===== config.mk =====
export PLATFORM = sky130hd
export DESIGN_NAME = booth_seq_mult
export DESIGN_NICKNAME = d
export VERILOG_FILES = /design/src/rtl/booth_pkg.sv /design/src/rtl/booth_seq_mult_recoder.sv /design/src/rtl/booth_seq_mult.sv
export SDC_FILE = /design/constraint.sdc
export NUM_CORES = 1
export LEC_CHECK = 0
export CORE_ASPECT_RATIO = 1.4
export CORE_UTILIZATION = 54
export DETAILED_ROUTE_END_ITERATION = 16
export PLACE_DENSITY = 0.77
export SLEW_MARGIN = 20
export SYNTH_ARGS = -nofsm -noshare
export SYNTH_HDL_FRONTEND = slang
export SYNTH_SLANG_ARGS = --single-unit

===== constraint.sdc =====
create_clock -name clk -period 3.6 [get_ports clk]
set_input_delay 0.72 -clock clk [delete_from_list [all_inputs] [get_ports clk]]
set_output_delay 0.72 -clock clk [all_outputs]
set_load 0.01 [all_outputs]

===== src/rtl/booth_pkg.sv =====
// Shared definitions for the sequential Booth multiplier: FSM states,
// radix-4 digit encodings and the iteration-count helper.
package booth_pkg;

    typedef enum logic [2:0] {
        IDLE  = 3'd0,
        LOAD  = 3'd1,
        ARITH = 3'd2,
        SHIFT = 3'd3,
        DONE  = 3'd4
    } state_t;

    // Digit encoding: bit2 = negate, bit1 = use 2M, bit0 = use 1M.
    localparam logic [2:0] ZERO = 3'b000;
    localparam logic [2:0] P1   = 3'b001;
    localparam logic [2:0] P2   = 3'b010;
    localparam logic [2:0] M1   = 3'b101;
    localparam logic [2:0] M2   = 3'b110;

    // Number of ARITH/SHIFT passes needed to consume the extended multiplier.
    function automatic int booth_iter(input int width, input bit radix4);
        return radix4 ? (width / 2 + 1) : (width + 1);
    endfunction

endpackage


===== src/rtl/booth_seq_mult_recoder.sv =====
// Booth recoder: maps a {q[i+1], q[i], q[i-1]} bit group to a signed digit.
// The radix-2 datapath feeds {Q[0], Q[0], q_m1}, which only ever yields
// ZERO, P1 or M1, so one table serves both radices.
module booth_recoder
    import booth_pkg::*;
(
    input  logic [2:0] grp,
    output logic [2:0] digit
);

    // Standard modified-Booth recoding table.
    always_comb begin
        digit = ZERO;
        case (grp)
            3'b001, 3'b010: digit = P1;
            3'b011:         digit = P2;
            3'b100:         digit = M2;
            3'b101, 3'b110: digit = M1;
            default:        digit = ZERO;
        endcase
    end

endmodule


===== src/rtl/booth_seq_mult.sv =====
// Sequential Booth multiplier, signed or unsigned per operation, with a
// start/busy/done handshake and fixed latency of 2*ITER+2 cycles.
// Optional build macro: BOOTH_RADIX4_EN selects radix-4 recoding
// (shift by 2, ITER = WIDTH/2+1); otherwise radix-2 (ITER = WIDTH+1).
module booth_seq_mult
    import booth_pkg::*;
#(
    parameter int WIDTH = 8,
    parameter int CNT_W = $clog2(WIDTH + 2)
) (
    input  logic                 clk,
    input  logic                 rst_n,
    input  logic                 start,
    input  logic                 is_signed,
    input  logic [WIDTH-1:0]     multiplicand,
    input  logic [WIDTH-1:0]     multiplier,
    output logic                 busy,
    output logic                 done,
    output logic [2*WIDTH-1:0]   product
);

`ifdef BOOTH_RADIX4_EN
    localparam bit RADIX4 = 1'b1;
`else
    localparam bit RADIX4 = 1'b0;
`endif

    localparam int ITER = booth_iter(WIDTH, RADIX4);
    localparam int QW   = WIDTH + 2;
    // A +/- 2M can exceed WIDTH+2 bits before the shift brings it back into
    // range, so the radix-4 accumulator carries one guard bit.
    localparam int AW   = RADIX4 ? WIDTH + 3 : WIDTH + 2;
    localparam int SH   = RADIX4 ? 2 : 1;
    // Radix-2 never consumes the top (sign-extension) multiplier bit, so the
    // finished product sits one position higher in {A,Q}.
    localparam int PLSB = RADIX4 ? 1 : 2;
    localparam logic [CNT_W-1:0] ITER_C = CNT_W'(ITER);

    if (WIDTH < 2 || WIDTH > 32) begin : g_bad_width
        $error("booth_seq_mult: WIDTH must be in 2..32");
    end
    if (RADIX4 && (WIDTH % 2 != 0)) begin : g_odd_width
        $error("booth_seq_mult: radix-4 build requires an even WIDTH");
    end

    state_t               state_reg, state_next;
    logic [AW-1:0]        a_reg, m_reg;
    logic [QW-1:0]        q_reg;
    logic                 qm1_reg;
    logic [CNT_W-1:0]     cnt_reg;
    logic                 busy_reg, busy_next;
    logic                 done_reg, done_next;
    logic [2*WIDTH-1:0]   product_reg;
    logic                 prod_load;

    logic                 accept;
    logic [AW-1:0]        ext_m;
    logic [QW-1:0]        ext_q;
    logic [2:0]           grp;
    logic [2:0]           digit;
    logic [AW-1:0]        m_sel;
    logic [AW-1:0]        a_arith;
    logic signed [AW+QW:0] shifted;
    logic [AW-1:0]        a_sh;
    logic [QW-1:0]        q_sh;
    logic                 qm1_sh;
    logic [2*WIDTH-1:0]   product_sh;

    assign accept = start && (state_reg == IDLE || state_reg == DONE);
    assign ext_m  = {{(AW-WIDTH){multiplicand[WIDTH-1] & is_signed}}, multiplicand};
    assign ext_q  = {{(QW-WIDTH){multiplier[WIDTH-1] & is_signed}}, multiplier};

    assign grp = RADIX4 ? {q_reg[1], q_reg[0], qm1_reg} : {q_reg[0], q_reg[0], qm1_reg};

    booth_recoder u_recoder (
        .grp   (grp),
        .digit (digit)
    );

    assign m_sel   = digit[1] ? (m_reg << 1) : m_reg;
    assign a_arith = (digit[1] | digit[0]) ? (digit[2] ? a_reg - m_sel : a_reg + m_sel) : a_reg;

    assign shifted    = $signed({a_reg, q_reg, qm1_reg}) >>> SH;
    assign a_sh       = shifted[AW+QW:QW+1];
    assign q_sh       = shifted[QW:1];
    assign qm1_sh     = shifted[0];
    assign product_sh = shifted[PLSB +: 2*WIDTH];

    // State register.
    always_ff @(posedge clk) begin
        if (!rst_n) state_reg <= IDLE;
        else        state_reg <= state_next;
    end

    // Next-state logic; unknown encodings fall back to IDLE.
    always_comb begin
        state_next = IDLE;
        case (state_reg)
            IDLE:    state_next = start ? LOAD : IDLE;
            LOAD:    state_next = ARITH;
            ARITH:   state_next = SHIFT;
            SHIFT:   state_next = (cnt_reg == CNT_W'(1)) ? DONE : ARITH;
            DONE:    state_next = start ? LOAD : IDLE;
            default: state_next = IDLE;
        endcase
    end

    // Output decode from the upcoming state so the outputs can be registered.
    always_comb begin
        busy_next = (state_next == LOAD) || (state_next == ARITH) || (state_next == SHIFT);
        done_next = (state_next == DONE);
        prod_load = (state_reg == SHIFT) && (state_next == DONE);
    end

    // Registered handshake outputs and held product.
    always_ff @(posedge clk) begin
        if (!rst_n) begin
            busy_reg    <= 1'b0;
            done_reg    <= 1'b0;
            product_reg <= '0;
        end else begin
            busy_reg <= busy_next;
            done_reg <= done_next;
            if (prod_load) product_reg <= product_sh;
        end
    end

    // Datapath: operands captured on the accepting edge, then add/shift passes.
    always_ff @(posedge clk) begin
        if (!rst_n) begin
            a_reg   <= '0;
            m_reg   <= '0;
            q_reg   <= '0;
            qm1_reg <= 1'b0;
            cnt_reg <= '0;
        end else if (accept) begin
            a_reg   <= '0;
            m_reg   <= ext_m;
            q_reg   <= ext_q;
            qm1_reg <= 1'b0;
            cnt_reg <= ITER_C;
        end else if (state_reg == ARITH) begin
            a_reg <= a_arith;
        end else if (state_reg == SHIFT) begin
            a_reg   <= a_sh;
            q_reg   <= q_sh;
            qm1_reg <= qm1_sh;
            cnt_reg <= cnt_reg - CNT_W'(1);
        end
    end

    assign busy    = busy_reg;
    assign done    = done_reg;
    assign product = product_reg;

endmodule


# [After elaboration in Yosys (flattened, before gate mapping)]
# Cells that the tools add are included.
[word_totals] regBits=55 in_bits=20 word_cells=67
[classes] addsub=3 eq_ne=17 mux=15 bitwise_logic=5 reduce_logical=16
[op_table] operator="$mux W10" n=6
[op_table] operator="$pmux W3 S4" n=2
[op_table] operator="$eq A3 B2 Y1 const B" n=6
[op_table] operator="$mux W9" n=2
[op_table] operator="$eq A3 B3 Y1 const B" n=5
[op_table] operator="$mux W4" n=3
[op_table] operator="$add A10 B10 Y10" n=1
[op_table] operator="$sub A10 B10 Y10" n=1
[op_table] operator="$eq A3 B1 Y1 const B" n=3
[op_table] operator="$reduce_and A2 Y1" n=4
[op_table] operator="$reduce_or A2 Y1" n=4
[op_table] operator="$eq A4 B1 Y1 const B" n=1
[op_table] operator="$ne A2 B2 Y1 const B" n=2
[op_table] operator="$reduce_bool A2 Y1" n=2
[op_table] operator="$sub A4 B1 Y4 const B" n=1
[op_table] operator="$logic_not A3 Y1" n=1
[op_table] operator="$logic_or A1 B1 Y1" n=3
[op_table] operator="$mux W3" n=1
[op_table] operator="$and A1 B1 Y1" n=2
[op_table] operator="$logic_and A1 B1 Y1" n=2
[op_table] operator="$not A1 Y1" n=2
[op_table] operator="$mux W1" n=1
[op_table] operator="$or A1 B1 Y1" n=1

# [Logic depth before layout (Yosys ltp)]
# Gate-level depths: netlist of the first run.
[depth] ltp_word=8 mapped_depth=13

# [Modules after synthesis]
# Synthesis of the first run repeated with hierarchy kept, for this count alone.
[unflattened] cells_unflattened=377 hier_area_um2=3099.2
[modules_own_cells] module="booth_seq_mult" n_inst=1 cells_each=372 area_per_inst_um2=3066.7 seq_area_each_um2=1101.1
[modules_own_cells] module="booth_recoder" n_inst=1 cells_each=5 area_per_inst_um2=32.5 seq_area_each_um2=0.0

# [Worst setup path after synthesis of the first run]
# Ideal clock, no wire load.
[synth_path] path_kind="flip-flop to flip-flop" start="reg q_reg[0]" end="reg a_reg[9]" arrival_time_ns=2.534 required_time_ns=3.530 slack_ns=0.995 stages_incl_launch_ff=11 path_buffers=1 synth_period_minus_slack_ns=2.605 path_cell_list="dfxtp_1 ha_1 clkbuf_1 mux2i_1 ha_1 nor2b_1 o2111ai_1 a211oi_2 o21a_1 or4_1 a21oi_1"
[synth_between] elab_chain_cells=8 word_cells_on_any_way=17 classes_between="2 x add/sub; 6 x eq/ne; 5 x mux; 1 x bitwise; 3 x reduce/logical"
[synth_rtl] element="from (decl)" line="booth_seq_mult.sv:48" source="logic [QW-1:0] q_reg;"
[synth_rtl] element="from (signal assigned)" line="booth_seq_mult.sv:139" source="q_reg <= ext_q;"
[synth_rtl] element="from (signal assigned)" line="booth_seq_mult.sv:146" source="q_reg <= q_sh;"
[synth_rtl] element="$eq A3 B3 Y1 (tied with other cells)" line="booth_seq_mult_recoder.sv:14" source="case (grp)"
[synth_rtl] element="$reduce_or A2 Y1" line="booth_seq_mult_recoder.sv:14"
[synth_rtl] element="$pmux W3 S4 (*)" line="booth_seq_mult_recoder.sv:14"
[synth_rtl] element="$mux W9" line="booth_seq_mult.sv:80" source="assign m_sel = digit[1] ? (m_reg << 1) : m_reg;"
[synth_rtl] element="$add A10 B10 Y10 or $sub A10 B10 Y10 (tied branches)" line="booth_seq_mult.sv:81" source="assign a_arith = (digit[1] | digit[0]) ? (digit[2] ? a_reg - m_sel : a_reg + m_sel) : a_reg;"
[synth_rtl] element="$mux W10 (2 in a row)" line="booth_seq_mult.sv:81"
[synth_rtl] element="$mux W10" line="booth_seq_mult.sv:142" source="end else if (state_reg == ARITH) begin"
[synth_rtl] element="to (signal assigned)" line="booth_seq_mult.sv:143" source="a_reg <= a_arith;"
[synth_rtl] element="to (signal assigned)" line="booth_seq_mult.sv:145" source="a_reg <= a_sh;"
[synth_rtl] element="to (decl)" line="booth_seq_mult.sv:47" source="logic [AW-1:0] a_reg, m_reg;"
# Mark *: on every way between the ends. The rest lies on a longest branch, timed or not. The select of a mux whose other input is x is not followed.
# A chain may end at the register's enable or synchronous reset.

# [Final worst setup path of the first run]
[layout_path] start="reg m_reg[0]" end="reg a_reg[9]"
[layout_between] elab_chain_cells=5 word_cells_on_any_way=6 classes_between="2 x add/sub; 4 x mux"
[layout_rtl] element="from (decl)" line="booth_seq_mult.sv:47"
[layout_rtl] element="from (signal assigned)" line="booth_seq_mult.sv:138" source="m_reg <= ext_m;"
[layout_rtl] element="$mux W9 (*)" line="booth_seq_mult.sv:80"
[layout_rtl] element="$add A10 B10 Y10 or $sub A10 B10 Y10 (tied branches)" line="booth_seq_mult.sv:81"
[layout_rtl] element="$mux W10 (*) (2 in a row)" line="booth_seq_mult.sv:81"
[layout_rtl] element="$mux W10 (*)" line="booth_seq_mult.sv:142"
# Marks and branches as above.

==> results.rst, run 1 <==
.. list-table::
   :header-rows: 1

   * - Metric
     - Value
   * - Layout overhead on the synthesized area
     - 20.0%
   * - CTS tree
     - built
   * - Combined global-route utilization of all metal layers
     - 0.242
   * - Detailed-route wire length per cell
     - 13.7 microns
   * - Origin of the worst min-delay path
     - q_reg[1]
   * - Dominant register cell in the synthesized netlist
     - sky130_fd_sc_hd__dfxtp_1
   * - Count of buffers inserted at the top-level ports
     - 37
   * - Die extent in x
     - 61.4 microns
   * - Worst Path Buf+Inv
     - 1
   * - Reg-to-reg setup timing slack
     - 880 ps
   * - Number of distinct library cells after synthesis
     - 37
   * - Flip-flop and latch count after synthesis
     - 55
   * - Detailed Place HPWL
     - 4280 microns
   * - Initial standard-cell utilization of the core
     - 0.574
   * - Cell-by-cell trace of the critical path
     - inv_1 -> ha_1 -> a21oi_1 -> xnor2_1 -> ha_1 -> a21o_1 -> a31oi_2 -> a211oi_2 -> o21a_1 -> or4_1 -> a21oi_1
   * - CTS Buf Count
     - 5
   * - Worst slew pin tran
     - 976 ps
   * - Vias per cell
     - 5.50
   * - Final Hold Viols
     - 0
   * - Most common library cell in the layout ignoring fill and taps
     - sky130_fd_sc_hd__dfxtp_1
   * - Top post-synthesis cells by area
     - sky130_fd_sc_hd__dfxtp_1 41%, sky130_fd_sc_hd__mux2i_1 7.5%, sky130_fd_sc_hd__nand2_1 7.2%, sky130_fd_sc_hd__a21oi_1 6.4%, sky130_fd_sc_hd__nor2_1 6.2%
   * - CTS-repair resized insts
     - 0
   * - DRC violation count after routing
     - 0
   * - Kind of cell adding the most delay to the critical path
     - compound AO/OA/AOI/OAI gates
   * - Number of synthesized flops with an enable pin
     - 0
   * - Power per cell area
     - 447 mW/mm^2
   * - Iteration count of the initial detailed-routing pass
     - 4
   * - Share of async-settable or async-resettable flops after synthesis
     - 0
   * - Clock latency at the later pin of the worst-skew pair
     - 320 ps
   * - Hold buffer count at CTS
     - 0
   * - Worst flop-to-flop path startpoint
     - m_reg[0]
   * - Worst-path fanout max
     - 5
   * - Post-synthesis sequential area ratio
     - 0.413
   * - Num Clock Sinks
     - 55
   * - Fin Setup TNS
     - 0 ps
   * - Setup Viol. Count Final
     - 0
   * - Dominant cell type by area after synthesis
     - sky130_fd_sc_hd__dfxtp_1
   * - RSZ-0062 raised after global routing
     - no
   * - CP Capture Type
     - flop
   * - Endpoint of the worst hold-timing path
     - q_reg[1]
   * - Bufs on Longest Clock Path
     - 2
   * - Warnings from Yosys
     - 0
   * - WP data arrival
     - 2960 ps
   * - Number of cells produced by synthesis
     - 316
   * - R2r endpoint
     - a_reg[9]
   * - Result of the run
     - completed
   * - Row count
     - 29
   * - Category of the critical setup timing path
     - flop to flop
   * - Required arrival time at the worst endpoint
     - 3840 ps
   * - Min-Delay Path Class
     - flop to flop
   * - Number of flip-flops in the largest register
     - 16
   * - Number of max-slew violations in the final report
     - 0
   * - Clock slew at the register clock pins of the worst setup and hold paths
     - 100 ps
   * - Congestion Overflow GR
     - 0
   * - Placer Congestion
     - 0.878
   * - I/O pin cnt
     - 38
   * - Avg Cell Area, Syn
     - 8.44 sq um
   * - Diodes inserted
     - 0
   * - Via count of the first global-routing pass
     - 2146
   * - Depth of the CTS H-tree
     - 2
   * - Number of cells on the worst hold path
     - 2
   * - Placeable core region
     - 0.00464 sq mm
   * - FMAX
     - 368 MHz
   * - Ratio of final minimum period to clock period
     - 0.755
   * - Maximum vdd ir drop
     - 0.000280 V
   * - Total Die Area
     - 0.00523 sq mm
   * - Cell with the biggest individual delay on the critical path
     - sky130_fd_sc_hd__dfxtp_1
   * - Starting DRC count in detailed routing
     - 75
   * - Number of antenna violations at the first check in global routing
     - 0
   * - Vert. Die Dim
     - 85.2 microns
   * - Antenna-violating nets left
     - 0
   * - Wire length of the first global-routing pass
     - 9560 microns
   * - Worst-case reg-to-reg path depth
     - 11
   * - Most frequent cells in the layout
     - 55 x sky130_fd_sc_hd__dfxtp_1, 51 x sky130_fd_sc_hd__nand2_1, 44 x sky130_fd_sc_hd__nor2_1
   * - Relative slew slack
     - 0.348
   * - DR vias
     - 2273
   * - Post-synth net total
     - 350
   * - Worst setup SP type
     - flop
   * - Post-CTS setup buffer count
     - 0
   * - Worst clock skew
     - 10.5 ps
   * - Fraction of final layout cells with drive strength greater than 1
     - 0.0484
   * - Drt total wl
     - 5670 microns
   * - Peak per-stage delay on the critical path
     - 450 ps
   * - Minimum period implied by the final worst setup slack
     - 2720 ps
   * - MaxCap Viol Count
     - 0
   * - Proportion of netlist area held by the largest area contributor
     - 0.413
   * - Largest net degree at the start of global routing
     - 31
   * - Number of nets at the end of the flow
     - 384
   * - Buffer type at the clock tree root
     - sky130_fd_sc_hd__clkbuf_8
   * - FILL cells
     - 416
   * - Hold slack
     - 460 ps
   * - Leakage dissipation
     - 1.29 nW
   * - Synthesized cell area
     - 0.00267 sq mm
## worst max path at each step
stage | start | end | depth (start not counted)
final | m_reg[0] | a_reg[9] | 11
after global routing | q_reg[0] | a_reg[9] | 9
after CTS | m_reg[0] | a_reg[9] | 11
after detailed placement | q_reg[0] | a_reg[9] | 9
after global placement | m_reg[0] | a_reg[9] | 11
after floorplan | q_reg[0] | a_reg[9] | 10
## synthesized netlist by cell type (2+ instances only)
library cell               number
sky130_fd_sc_hd__dfxtp_1       55
sky130_fd_sc_hd__nand2_1       51
sky130_fd_sc_hd__nor2_1        44
sky130_fd_sc_hd__a21oi_1       34
sky130_fd_sc_hd__mux2i_1       20
sky130_fd_sc_hd__xnor2_1       15
sky130_fd_sc_hd__ha_1          13
sky130_fd_sc_hd__inv_1         11
sky130_fd_sc_hd__clkbuf_1       9
sky130_fd_sc_hd__a22oi_1        8
sky130_fd_sc_hd__a211oi_1       6
sky130_fd_sc_hd__nor3_1         6
sky130_fd_sc_hd__a21o_1         4
sky130_fd_sc_hd__o21ai_0        4
sky130_fd_sc_hd__buf_2          3
sky130_fd_sc_hd__nor2b_1        3
sky130_fd_sc_hd__o21a_1         3
sky130_fd_sc_hd__xor2_1         3
sky130_fd_sc_hd__a221oi_1       2
sky130_fd_sc_hd__a31oi_1        2
sky130_fd_sc_hd__and2_1         2
sky130_fd_sc_hd__buf_1          2
sky130_fd_sc_hd__o211ai_1       2
## logic make-up after synthesis
kind of cell / count (synthesis) / share of synthesized area
buffers and inverters: 25 / 0.0366
AND/OR/NAND/NOR: 114 / 0.182
AO/OA/AOI/OAI: 70 / 0.166
adder cells (fa/ha/maj): 14 / 0.0685
flip-flops: 55 / 0.413
XOR/XNOR: 18 / 0.0591
multiplexers: 20 / 0.0750
## layout make-up
cell class,count,area [sq um],share of cell area
timing repair buffer,41,400,0.125
multi-input combinational,236,1470,0.459
clock inverter,3,43.8,0.0137
sequential,55,1100,0.344
tap,62,77.6,0.0242
clock buffer,5,68.8,0.0215
inverter,11,41.3,0.0129
## routing by layer
layer | vias up | track usage | share of wire
met2 | 48 | 0.421 | 0.54
met5 | - | 0 | 0
met4 | 0 | 0.109 | 0.030
met1 | 1059 | 0.283 | 0.40
met3 | 15 | 0.0366 | 0.032
li1 | 1151 | - | -
## report_power, final
group / switching [mW] / internal (mW)
sequential: 0.0301 / 0.636
combinational: 0.188 / 0.164
clock: 0.207 / 0.207
## per-stage QoR
step	setup WS, ps	power [mW]	instance area, sq um	util	instances
after floorplan	995	0.942	2670	-	316
after global placement	978	1.02	3090	0.665	405
after detailed placement	909	1.03	3090	0.665	405
after CTS	886	1.44	3200	0.689	413
after global routing	642	1.51	3200	0.689	413
final	881	1.43	3200	0.689	413
## worst register-to-register path, cell delays in order (launching register included)
cell and delay [ps]:
sky130_fd_sc_hd__dfxtp_1 450, sky130_fd_sc_hd__inv_1 70, sky130_fd_sc_hd__ha_1 220, sky130_fd_sc_hd__a21oi_1 160, sky130_fd_sc_hd__xnor2_1 140, sky130_fd_sc_hd__ha_1 320, sky130_fd_sc_hd__a21o_1 240, sky130_fd_sc_hd__a31oi_2 210
sky130_fd_sc_hd__a211oi_2 110, sky130_fd_sc_hd__o21a_1 200, sky130_fd_sc_hd__or4_1 390, sky130_fd_sc_hd__a21oi_1 140
Note: power is estimated with default switching activity, not from simulation.
==> run 2, diff against run 1 <==
CORE_UTILIZATION = 49   (was 54)
PLACE_DENSITY = 0.74   (was 0.77)
clock period = 2.5 ns   (was 3.6 ns; I/O delays follow)
==> run 2 against run 1 <==
Net effect:
- critical endpoint unchanged
- the flow now finishes with violations (negative setup slack)
- register-to-register slack worse by 910 ps
- first-iteration DRC count rose by 37%
- critical path type unchanged
- sequential share of layout area shrank 2.4 points
- largest cell class unchanged
==> results.rst, run 2 (synthesis gave the netlist of run 1 again) <==
.. list-table::
   :header-rows: 1

   * - Metric
     - Value
   * - Startpoint of the worst setup timing path
     - m_reg[0]
   * - Worst clock skew
     - 8.02 ps
   * - Wire length of the first global-routing pass
     - 9810 microns
   * - Leakage dissipation
     - 1.42 nW
   * - WP data arrival
     - 2770 ps
   * - R2r endpoint
     - a_reg[9]
   * - Depth of the CTS H-tree
     - 2
   * - Number of max-slew violations in the final report
     - 0
   * - Number of antenna violations at the first check in global routing
     - 0
   * - Largest net degree at the start of global routing
     - 36
   * - Antenna-violating nets left
     - 0
   * - Num Clock Sinks
     - 55
   * - Setup Viol. Count Final
     - 2
   * - Die extent in x
     - 64.4 microns
   * - Number of flip-flops in the largest register
     - 16
   * - Worst-path fanout max
     - 4
   * - Min-Delay Path Class
     - flop to flop
   * - Final Hold Viols
     - 0
   * - Clock latency at the later pin of the worst-skew pair
     - 310 ps
   * - Most common library cell in the layout ignoring fill and taps
     - sky130_fd_sc_hd__dfxtp_1
   * - Minimum period implied by the final worst setup slack
     - 2530 ps
   * - Maximum vdd ir drop
     - 0.000453 V
   * - CP Capture Type
     - flop
   * - DR vias
     - 2334
   * - Vert. Die Dim
     - 89.3 microns
   * - Number of nets at the end of the flow
     - 406
   * - Congestion Overflow GR
     - 0
   * - DRC violation count after routing
     - 0
   * - Most frequent cells in the layout
     - 52 x sky130_fd_sc_hd__dfxtp_1, 51 x sky130_fd_sc_hd__nand2_1, 44 x sky130_fd_sc_hd__nor2_1
   * - Row count
     - 31
   * - CTS Buf Count
     - 5
   * - Worst setup SP type
     - flop
   * - Fin Setup TNS
     - -38.8 ps
   * - Placer Congestion
     - 0.867
   * - Reg-to-reg setup timing slack
     - -30 ps
   * - Fraction of final layout cells with drive strength greater than 1
     - 0.134
   * - Detailed-route wire length per cell
     - 13.6 microns
   * - Count of buffers inserted at the top-level ports
     - 37
   * - Layout Utilization
     - 0.667
   * - Vias per cell
     - 5.32
   * - Clock slew at the register clock pins of the worst setup and hold paths
     - 100 ps
   * - MaxCap Viol Count
     - 0
   * - Destination of the critical timing path
     - a_reg[9]
   * - Placeable core region
     - 0.00520 sq mm
   * - Required arrival time at the worst endpoint
     - 2740 ps
   * - Worst flop-to-flop path startpoint
     - m_reg[0]
   * - Combined global-route utilization of all metal layers
     - 0.221
   * - Layout Cells excl Fill
     - 439
   * - CTS tree
     - built
   * - Worst slew pin tran
     - 640 ps
   * - Buffer type at the clock tree root
     - sky130_fd_sc_hd__clkbuf_8
   * - Initial standard-cell utilization of the core
     - 0.513
   * - Via count of the first global-routing pass
     - 2219
   * - Total Die Area
     - 0.00575 sq mm
   * - Cell total after placement
     - 428
   * - Ratio of final minimum period to clock period
     - 1.01
   * - Bufs on Longest Clock Path
     - 2
   * - Hold slack
     - 460 ps
   * - Worst-case reg-to-reg path depth
     - 11
   * - Detailed Place HPWL
     - 4350 microns
   * - FMAX
     - 396 MHz
   * - Iteration count of the initial detailed-routing pass
     - 5
   * - Diodes inserted
     - 0
   * - Relative slew slack
     - 0.569
   * - Layout overhead on the synthesized area
     - 29.9%
   * - Failing checks
     - negative setup slack
   * - Category of the critical setup timing path
     - flop to flop
   * - Starting DRC count in detailed routing
     - 103
   * - Final WS setup
     - -27.9 ps
   * - RSZ-0062 raised after global routing
     - yes
   * - Result of the run
     - finished with violations
   * - I/O pin cnt
     - 38
   * - Power per cell area
     - 659 mW/mm^2
   * - Drt total wl
     - 5980 microns
[run 2: worst max-delay path: stages (launching register included)]
cell and delay, ps:
sky130_fd_sc_hd__dfxtp_4 380, sky130_fd_sc_hd__inv_1 50, sky130_fd_sc_hd__ha_2 190, sky130_fd_sc_hd__a21oi_2 140
sky130_fd_sc_hd__xnor2_1 80, sky130_fd_sc_hd__ha_1 360, sky130_fd_sc_hd__a21o_1 250, sky130_fd_sc_hd__a31oi_4 170
sky130_fd_sc_hd__a211oi_2 90, sky130_fd_sc_hd__o21a_1 200, sky130_fd_sc_hd__or4_1 410, sky130_fd_sc_hd__a21oi_1 140
[run 2: cell type report]
cell class	instances	area (sq um)
clock inverter	2	60.1
clock buffer	6	72.6
fill	442	1730
sequential	55	1110
timing repair buffer	63	578
inverter	11	41.3
multi-input combinational	236	1520
tap	66	82.6
[run 2: how the worst min path moves through the flow]
| stage | depth (start not counted) | from | slack (ps) | endpoint |
|---|---|---|---|---|
| after floorplan | 2 | q_reg[1] | 440 | q_reg[1] |
| after CTS | 2 | qm1_reg | 460 | qm1_reg |
| after global placement | 2 | q_reg[1] | 440 | q_reg[1] |
| final | 2 | qm1_reg | 460 | qm1_reg |
| after detailed placement | 2 | qm1_reg | 450 | qm1_reg |
| after global routing | 2 | qm1_reg | 500 | qm1_reg |
[run 2: layer usage]
metal,vias to the layer above,track usage,part of all wire
met3,16,0.0357,0.027
li1,1194,-,-
met1,1082,0.234,0.40
met2,42,0.416,0.55
met4,0,0.117,0.032
met5,-,0,0
[run 2: what timing repair did]
item	4_1_cts	5_1_grt
resized for setup	4	8
pin swaps	3	9
cloned	0	0
hold buffers	0	0
setup endpoints to repair	2	3
setup buffers	1	2
[run 2: power by group]
part / internal, mW / switching, mW / total [mW]
registers: 0.915 / 0.0399 / 0.955
clock network: 0.400 / 0.285 / 0.685
logic: 0.320 / 0.322 / 0.642
total: 1.64 / 0.647 / 2.28
[run 2: per-stage QoR]
| step | total power, mW | setup slack, ps | instance area (sq um) |
|---|---|---|---|
| detailed placement | 1.56 | -107 | 3260 |
| floorplan | 1.36 | 1.21 | 2680 |
| global route | 2.40 | -170 | 3460 |
| global placement | 1.55 | -10.2 | 3260 |
| finish | 2.28 | -27.9 | 3460 |
| CTS | 2.26 | -57.4 | 3420 |
==> run 3, diff against run 2 <==
CORE_UTILIZATION = 45   (was 49)
PLACE_DENSITY = 0.69   (was 0.74)
==> run 3 against run 2 <==
Net effect:
- combinational power is 2% higher
- die area is 8.6% higher
- register-to-register slack worse by 40 ps
- sequential cell count stayed put
- clock skew is 4.0 ps lower
- sequential share of layout area is 0.13 points higher
- worst setup slack worse by 39 ps
- power is 9.2% lower
- non-clock buffer count is 1 higher
- the run still ends with negative setup slack left
- critical path depth stayed put
==> results.rst, run 3 (synthesis gave the netlist of run 1 again) <==
.. list-table::
   :header-rows: 1

   * - Metric
     - Value
   * - Fraction of final layout cells with drive strength greater than 1
     - 0.153
   * - Antenna-violating nets left
     - 0
   * - Relative slew slack
     - 0.580
   * - Clock slew at the register clock pins of the worst setup and hold paths
     - 90 ps
   * - Routed wire length on met3
     - 137 microns
   * - Worst slack after detailed placement
     - -51.5 ps
   * - Metal1 wirelength
     - 2420 microns
   * - Worst flop-to-flop path startpoint
     - m_reg[1]
   * - Via count of the first global-routing pass
     - 2281
   * - Required arrival time at the worst endpoint
     - 2740 ps
   * - WP data arrival
     - 2800 ps
   * - Final Hold Viols
     - 0
   * - Detailed-route wire length per cell
     - 13.6 microns
   * - Vias per cell
     - 5.27
   * - Layout Cells excl Fill
     - 440
   * - Highest signal layer in the routed design
     - met4
   * - Startpoint of the worst setup timing path
     - m_reg[1]
   * - FMAX
     - 390 MHz
   * - Cell-by-cell trace of the critical path
     - inv_4 -> ha_4 -> a21oi_2 -> xnor2_1 -> ha_1 -> a21o_1 -> a31oi_4 -> a211oi_2 -> o21a_1 -> or4_4 -> a21oi_2
   * - Diodes inserted
     - 0
   * - Iteration count of the initial detailed-routing pass
     - 4
   * - Leakage dissipation
     - 1.40 nW
   * - Worst-path fanout max
     - 5
   * - Number of flip-flops in the largest register
     - 16
   * - R2r endpoint
     - a_reg[9]
   * - DRC violation count after routing
     - 0
   * - Peak per-stage delay on the critical path
     - 480 ps
   * - Failing checks
     - negative setup slack
   * - Layout overhead on the synthesized area
     - 29.6%
   * - Maximum vdd ir drop
     - 0.000318 V
   * - Count of buffers inserted at the top-level ports
     - 37
   * - Largest net degree at the start of global routing
     - 26
   * - Number of max-slew violations in the final report
     - 0
   * - Worst clock skew
     - 4.01 ps
   * - Worst slew pin tran
     - 623 ps
   * - Min-Delay Path Class
     - flop to flop
   * - Combined global-route utilization of all metal layers
     - 0.213
   * - Depth of the CTS H-tree
     - 2
   * - Congestion Overflow GR
     - 0
   * - DR vias
     - 2320
   * - Setup Viol. Count Final
     - 1
   * - Most common library cell in the layout ignoring fill and taps
     - sky130_fd_sc_hd__dfxtp_1
   * - Worst setup SP type
     - flop
   * - Met2 wire len
     - 3320 microns
   * - Cell with the biggest individual delay on the critical path
     - sky130_fd_sc_hd__or4_4
   * - Total Die Area
     - 0.00624 sq mm
   * - Drt total wl
     - 5990 microns
   * - Number of cells on the worst hold path
     - 2
   * - Layout Utilization
     - 0.617
   * - Wire length of the first global-routing pass
     - 10300 microns
   * - Minimum period implied by the final worst setup slack
     - 2570 ps
   * - Clock latency at the later pin of the worst-skew pair
     - 300 ps
   * - Detailed Place HPWL
     - 4430 microns
   * - Ratio of final minimum period to clock period
     - 1.03
   * - Number of antenna violations at the first check in global routing
     - 0
   * - Post-layout total power
     - 2.07 mW
   * - Placeable core region
     - 0.00561 sq mm
   * - CTS Buf Count
     - 5
   * - CTS tree
     - built
   * - MaxCap Viol Count
     - 0
   * - CP Capture Type
     - flop
   * - Vert. Die Dim
     - 93.1 microns
   * - Kind of cell adding the most delay to the critical path
     - compound AO/OA/AOI/OAI gates
   * - Worst-case reg-to-reg path depth
     - 11
   * - Origin of the worst min-delay path
     - qm1_reg
   * - Cell total after placement
     - 431
   * - Reg-to-reg setup timing slack
     - -70 ps
   * - Num Clock Sinks
     - 55
   * - Initial standard-cell utilization of the core
     - 0.476
   * - Placer Congestion
     - 0.867
   * - Number of nets at the end of the flow
     - 407
   * - Buffer type at the clock tree root
     - sky130_fd_sc_hd__clkbuf_8
   * - Worst Path Buf+Inv
     - 1
   * - I/O pin cnt
     - 38
   * - Starting DRC count in detailed routing
     - 76
   * - Row count
     - 32
   * - Most frequent cells in the layout
     - 52 x sky130_fd_sc_hd__dfxtp_1, 51 x sky130_fd_sc_hd__nand2_1, 43 x sky130_fd_sc_hd__nor2_1
   * - Power per cell area
     - 600 mW/mm^2
   * - Bufs on Longest Clock Path
     - 2
   * - Result of the run
     - finished with violations
   * - Fin Setup TNS
     - -66.5 ps
   * - Final WS setup
     - -66.5 ps
   * - Most common cell on crit path
     - sky130_fd_sc_hd__a21oi_2
   * - Endpoint of the worst hold-timing path
     - qm1_reg
   * - Category of the critical setup timing path
     - flop to flop
   * - RSZ-0062 raised after global routing
     - yes
   * - Die extent in x
     - 67.1 microns
## run 3: cell types whose count changed in the layout (fill, tap and decap cells not counted), moves of 2 or more
cell / before / now
sky130_fd_sc_hd__bufinv_16: 2 / 0
sky130_fd_sc_hd__buf_4: 25 / 27
sky130_fd_sc_hd__a21oi_1: 32 / 30
sky130_fd_sc_hd__ha_2: 2 / 0
sky130_fd_sc_hd__inv_1: 11 / 9
sky130_fd_sc_hd__a21oi_2: 2 / 4
sky130_fd_sc_hd__ha_4: 0 / 2
## run 3: per-stage QoR
step | area (sq um) | hold slack [ps]
global placement | 3260 | 445
global route | 3460 | 488
CTS | 3350 | 460
floorplan | 2680 | 436
detailed placement | 3260 | 446
finish | 3460 | 459
## run 3: worst max path at each step
stage / endpoint / cells after the start
after global routing: a_reg[9] / 11
after global placement: a_reg[9] / 11
after floorplan: a_reg[9] / 12
after detailed placement: a_reg[9] / 10
after CTS: a_reg[9] / 10
final: a_reg[9] / 11
## run 3: timing repair
item	4_1_cts	5_1_grt
hold buffers	0	0
gates resized for setup	3	21
hold endpoints to repair	0	0
buffers inserted	0	3
endpoints found under the setup margin	2	5
pin swaps	1	19
## run 3: tightest hold or removal path, delay by kind of cell (launching register included)
| family | cells | cell delay, ps |
|---|---|---|
| AO/OA/AOI/OAI | 1 | 50 |
| flip-flops | 1 | 320 |
| AND/OR/NAND/NOR | 1 | 50 |
## run 3: power by group
| part | switching [mW] | internal, mW |
|---|---|---|
| clock network | 0.274 | 0.187 |
| logic | 0.320 | 0.336 |
| registers | 0.0430 | 0.915 |
| total | 0.636 | 1.44 |
## run 3: layout make-up
type | count | area [sq um]
clock buffers | 5 | 68.8
clock inverters | 1 | 7.51
fillers | 524 | 2150
inverters | 11 | 43.8
multi-input cells | 236 | 1570
flip-flops and latches | 55 | 1110
well taps | 68 | 85.1
repair buffers | 64 | 573
## run 3: layer usage
metal  track usage  vias up
li1              -     1191
met1         0.235     1080
met2         0.394       39
met3        0.0293       10
met4        0.0833        0
met5             0        -
